`src/rtl/fpu_writeback.sv`:
```
// rtl/fpu_writeback.sv - FPU result FIFO draining into a 32-bit FP register-file write port
module fpu_writeback #(
  parameter int DEPTH  = 4,
  parameter int ADDR_W = 5
) (
  input  logic                     clk,
  input  logic                     rst_n,
  input  logic                     in_valid,
  output logic                     in_ready,
  input  logic [63:0]              in_result,
  input  logic                     in_double,
  input  logic [ADDR_W-1:0]        in_dest,
  input  logic                     stall_in,
  output logic                     wr_en,
  output logic [ADDR_W-1:0]        wr_addr,
  output logic [31:0]              wr_data,
  output logic [$clog2(DEPTH):0]   count
);

  localparam int PTR_W = $clog2(DEPTH);
  localparam int CNT_W = PTR_W + 1;

  typedef enum logic {
    PH_LO = 1'b0,
    PH_HI = 1'b1
  } phase_t;

  logic [63:0]       mem_result [DEPTH];
  logic              mem_double [DEPTH];
  logic [ADDR_W-1:0] mem_dest   [DEPTH];

  logic [PTR_W-1:0]  wr_ptr;
  logic [PTR_W-1:0]  rd_ptr;
  phase_t            phase;
  phase_t            phase_next;
  logic              push;
  logic              pop;

  logic [63:0]       head_result;
  logic              head_double;
  logic [ADDR_W-1:0] head_dest;

  // A full FIFO only frees a slot on the edge after a pop, never in the same cycle.
  assign in_ready = (count < CNT_W'(DEPTH));
  assign push     = in_valid && in_ready;

  assign head_result = mem_result[rd_ptr];
  assign head_double = mem_double[rd_ptr];
  assign head_dest   = mem_dest[rd_ptr];

  // Entry storage; doubles are stored even-aligned so the pair is always {even, odd}.
  always_ff @(posedge clk) begin
    if (push) begin
      mem_result[wr_ptr] <= in_result;
      mem_double[wr_ptr] <= in_double;
      mem_dest[wr_ptr]   <= in_double ? {in_dest[ADDR_W-1:1], 1'b0} : in_dest;
    end
  end

  // Pointers and occupancy; pointers wrap naturally because DEPTH is a power of two.
  always_ff @(posedge clk or negedge rst_n) begin
    if (!rst_n) begin
      wr_ptr <= '0;
      rd_ptr <= '0;
      count  <= '0;
    end else begin
      if (push) wr_ptr <= wr_ptr + PTR_W'(1);
      if (pop)  rd_ptr <= rd_ptr + PTR_W'(1);
      case ({push, pop})
        2'b10:   count <= count + CNT_W'(1);
        2'b01:   count <= count - CNT_W'(1);
        default: count <= count;
      endcase
    end
  end

  // Phase register: tracks whether the low word of a double head has been written.
  always_ff @(posedge clk or negedge rst_n) begin
    if (!rst_n) phase <= PH_LO;
    else        phase <= phase_next;
  end

  // Write port drive, pop decision and next phase from the FIFO head.
  always_comb begin
    wr_en      = 1'b0;
    wr_addr    = '0;
    wr_data    = '0;
    pop        = 1'b0;
    phase_next = phase;
    if (count != '0) begin
      wr_en = !stall_in;
      if (phase == PH_HI) begin
        wr_addr = {head_dest[ADDR_W-1:1], 1'b1};
        wr_data = head_result[63:32];
        if (wr_en) begin
          pop        = 1'b1;
          phase_next = PH_LO;
        end
      end else if (head_double) begin
        wr_addr = {head_dest[ADDR_W-1:1], 1'b0};
        wr_data = head_result[31:0];
        if (wr_en) phase_next = PH_HI;
      end else begin
        wr_addr = head_dest;
        wr_data = head_result[31:0];
        pop     = wr_en;
      end
    end
  end

endmodule

```
`config.mk`:
```
export PLATFORM = sky130hd
export DESIGN_NAME = fpu_writeback
export DESIGN_NICKNAME = d
export VERILOG_FILES = /design/src/rtl/fpu_writeback.sv
export SDC_FILE = /design/constraint.sdc
export NUM_CORES = 1
export LEC_CHECK = 0
export BUFFER_PORTS_ARGS = -buffer_cell sky130_fd_sc_hd__buf_2
export CAP_MARGIN = 20
export CORE_AREA = 3 3 141 143
export DETAILED_ROUTE_END_ITERATION = 6
export DIE_AREA = 0 0 144 146
export PLACE_DENSITY = 0.88
export SKIP_CTS_REPAIR_TIMING = 1
export SLEW_MARGIN = 20
export SYNTH_ARGS = -nofsm -noshare
export SYNTH_HDL_FRONTEND = slang
export SYNTH_SLANG_ARGS = --single-unit
```
`constraint.sdc`:
```
create_clock -name clk -period 4.85 [get_ports clk]
set_input_delay 0.485 -clock clk [delete_from_list [all_inputs] [get_ports clk]]
set_output_delay 0.485 -clock clk [all_outputs]
set_load 0.01 [all_outputs]
```
==> flow_summary.ini <==
[clock_network]
cts_buffer_depth = 3
clk_pin_slew_worst_paths_ps = 60
cts_sinks = 288
cts_made_buffers = 27
htreeDepth = 1
clkLatencyLatePin_ps = 510
clock-root-buffer = clkbuf_16
cts_tree = built

[sta]
fin_setup_tns_ps = 0
final-setup-viol-count = 0
hold_viol_final = 0
skew_ps = 14.6
setup_slack_ps = 1420
fmax_ghz = 0.292
fin_crit_sh_pct = 70.7
drv_slew = 0
rsz0062_at_grt = no
hold_ws_ps = 191
maxSlewHeadroom_pct = 28.9
finalCriticalPeriod_ps = 3430
tightest_slew_ps = 1070

[worst_setup_path]
cp_num_buf_inv = 2
cp_slowest_stage_delay_ps = 1060
endpoint_kind = output pin
path_cells = buf_4 > mux4_2 > a22o_1 > buf_2
required_ps = 4370
crit_family = flip-flops
crit_fanout = 44
crit_path_start_kind = register
worstSetupPathType = reg2out
slowest_stage = dfrtp_2
critPathArrivalTime_ps = 2940

[logic_synthesis]
synth_fa_ha_area_share_pct = 0.743
synth_top_area_cell = edfxtp_1
synthTopCellsByArea = edfxtp_1 76%, mux4_2 8.1%, mux4_1 6.9%
synthMuxAreaShare_pct = 15.1
synth_area_per_cell_sq_um = 23.8
syn_inst = 467
ys.warnings.count = 0
synth_compound_area_share_pct = 3.04
syn-num-nets = 547
synth_top_family_by_area = multiplexers
synth_area_sq_um = 11100
synth_seq_cells = 288
yosysTopAreaCellShare_pct = 75.6
ys_seq_area_share_pct = 77.4
synth-xor-area-share_pct = 0.315
synth-simple-area-share_pct = 1.24
synth.distinct_cells = 33

[floorplanning]
ios = 116
fp.coreArea_sq_um = 18700
dieArea_sq_um = 21000
start_util_pct = 59.5
num_rows = 50
die_y_um = 146
die_w_um = 144

[global_route]
antenna_found_initial = 1
grt_use_total_pct = 18.9
overflow = 0
grt_max_degree = 71
grt_pass1_wl_um = 30800
grt_pass1_vias = 5564

[placement]
dpl.cell_count = 796
portBuffers = 115
pre_cts_ws_ps = 1800
gp_congestion = 0.711
dp_hpwl_um = 11100

[route]
final_antenna_net_count = 0
vias_per_cell = 6.01
dr_total_vias = 5065
dr.pass1.iters = 4
drtIter0Drc = 462
drc_errors = 0
wl_per_cell_um = 23.0
wl_um = 19400

[finish]
layout.nets = 672
final_common_cell = edfxtp_1
finalNonFillerCells = 843
drive_gt1_share_pct = 33.1
multi_input_area_sq_um = 2300
final_cell_mix = 280 x edfxtp_1, 115 x buf_2, 40 x mux4_2
areaGrowthSynthToFinish_pct = 13.5
regArea_sq_um = 8610
fillers = 1120

[flow_run]
maxCapViolCount = 0

[power]
power_density_nw_per_um2 = 584
power_leakage_uw = 0.00436
ir_worst_vdd_mv = 0.336

[status]
status = complete, no violations

[hold_path]
hp-class = in2reg
flip-flops by register name, summed over array words and instances, names as in the netlist:
signal and flops:
count 3, mem_dest 20, phase 1, mem_result 256, mem_double 4, wr_ptr 2, rd_ptr 2
synthesized netlist by cell type:
cell type	number
edfxtp_1	280
mux4_2	40
a22o_1	32
mux4_1	29
buf_2	10
inv_1	10
dfrtp_1	8
nor2b_1	7
clkbuf_1	5
ha_1	5
and2_1	4
buf_12	4
buf_6	4
nor2_1	4
o21ai_0	3
xnor2_1	3
nand2_1	2
nor3_1	2
a2111oi_0	1
a211o_1	1
and3_1	1
buf_1	1
fa_1	1
mux2_1	1
mux2i_1	1
nor3_2	1
nor4_1	1
o31a_1	1
o31ai_1	1
o41ai_1	1
or2_1	1
or2b_1	1
xor2_1	1
layout make-up:
cell class | count | share of cell area (%)
Antenna cell | 1 | 0.0198
Clock buffer | 37 | 5.65
Clock inverter | 8 | 0.337
Inverter | 10 | 0.297
Multi-Input combinational cell | 145 | 18.2
Sequential cell | 288 | 68.3
Tap cell | 234 | 2.32
Timing Repair Buffer | 120 | 4.88
layer usage:
layer	global-route usage (%)	up-vias	share of wire [%]
met5	0	-	0.046
met4	4.99	2	1.6
met3	3.52	27	5.9
met2	31.3	154	52
met1	26.5	2627	40
li1	-	2255	-
logic make-up after synthesis:
family          after synthesis
mux                          71
xor+xnor                      4
fa+ha+maj                     6
buf+inv                      34
simple gates                 24
flops                       288
compound gates               40
final timing paths:
check | slack [ps] | from | depth (start not counted) | end
setup reg to reg | 1810 | rd_ptr[1] | 9 | count[2]
setup / recovery | 1420 | rd_ptr[1] | 4 | wr_data[25]
max in group asynchronous | 4310 | rst_n | 2 | rd_ptr[0]
hold reg to reg | 510 | count[0] | 1 | count[0]
min in group asynchronous | 350 | rst_n | 2 | phase
hold / removal | 190 | in_result[25] | 1 | mem_result[0][25]
worst register-to-register path: stages (launching register included):
cell and delay, ps:
dfrtp_2 1060, mux2_1 430, and3_1 230, nor3_1 200, ha_1 210, inv_1 60
fa_1 370, xor2_1 150, nor2_1 130, xnor2_1 130
per-stage QoR:
stage,power (uW),cell area [sq um],util [%]
floorplan,4960,11100,-
global placement,5540,11900,63.4
detailed placement,5620,11900,63.4
CTS,7450,12600,67.4
global route,7740,12600,67.5
finish,7370,12600,67.5
where the power goes:
| part | switching [uW] | total (uW) | internal (uW) |
|---|---|---|---|
| sequential | 221 | 3350 | 3130 |
| clock | 804 | 1820 | 1020 |
| combinational | 1130 | 2200 | 1060 |
| total | 2160 | 7370 | 5210 |
Power figures use the tool's default switching activity.
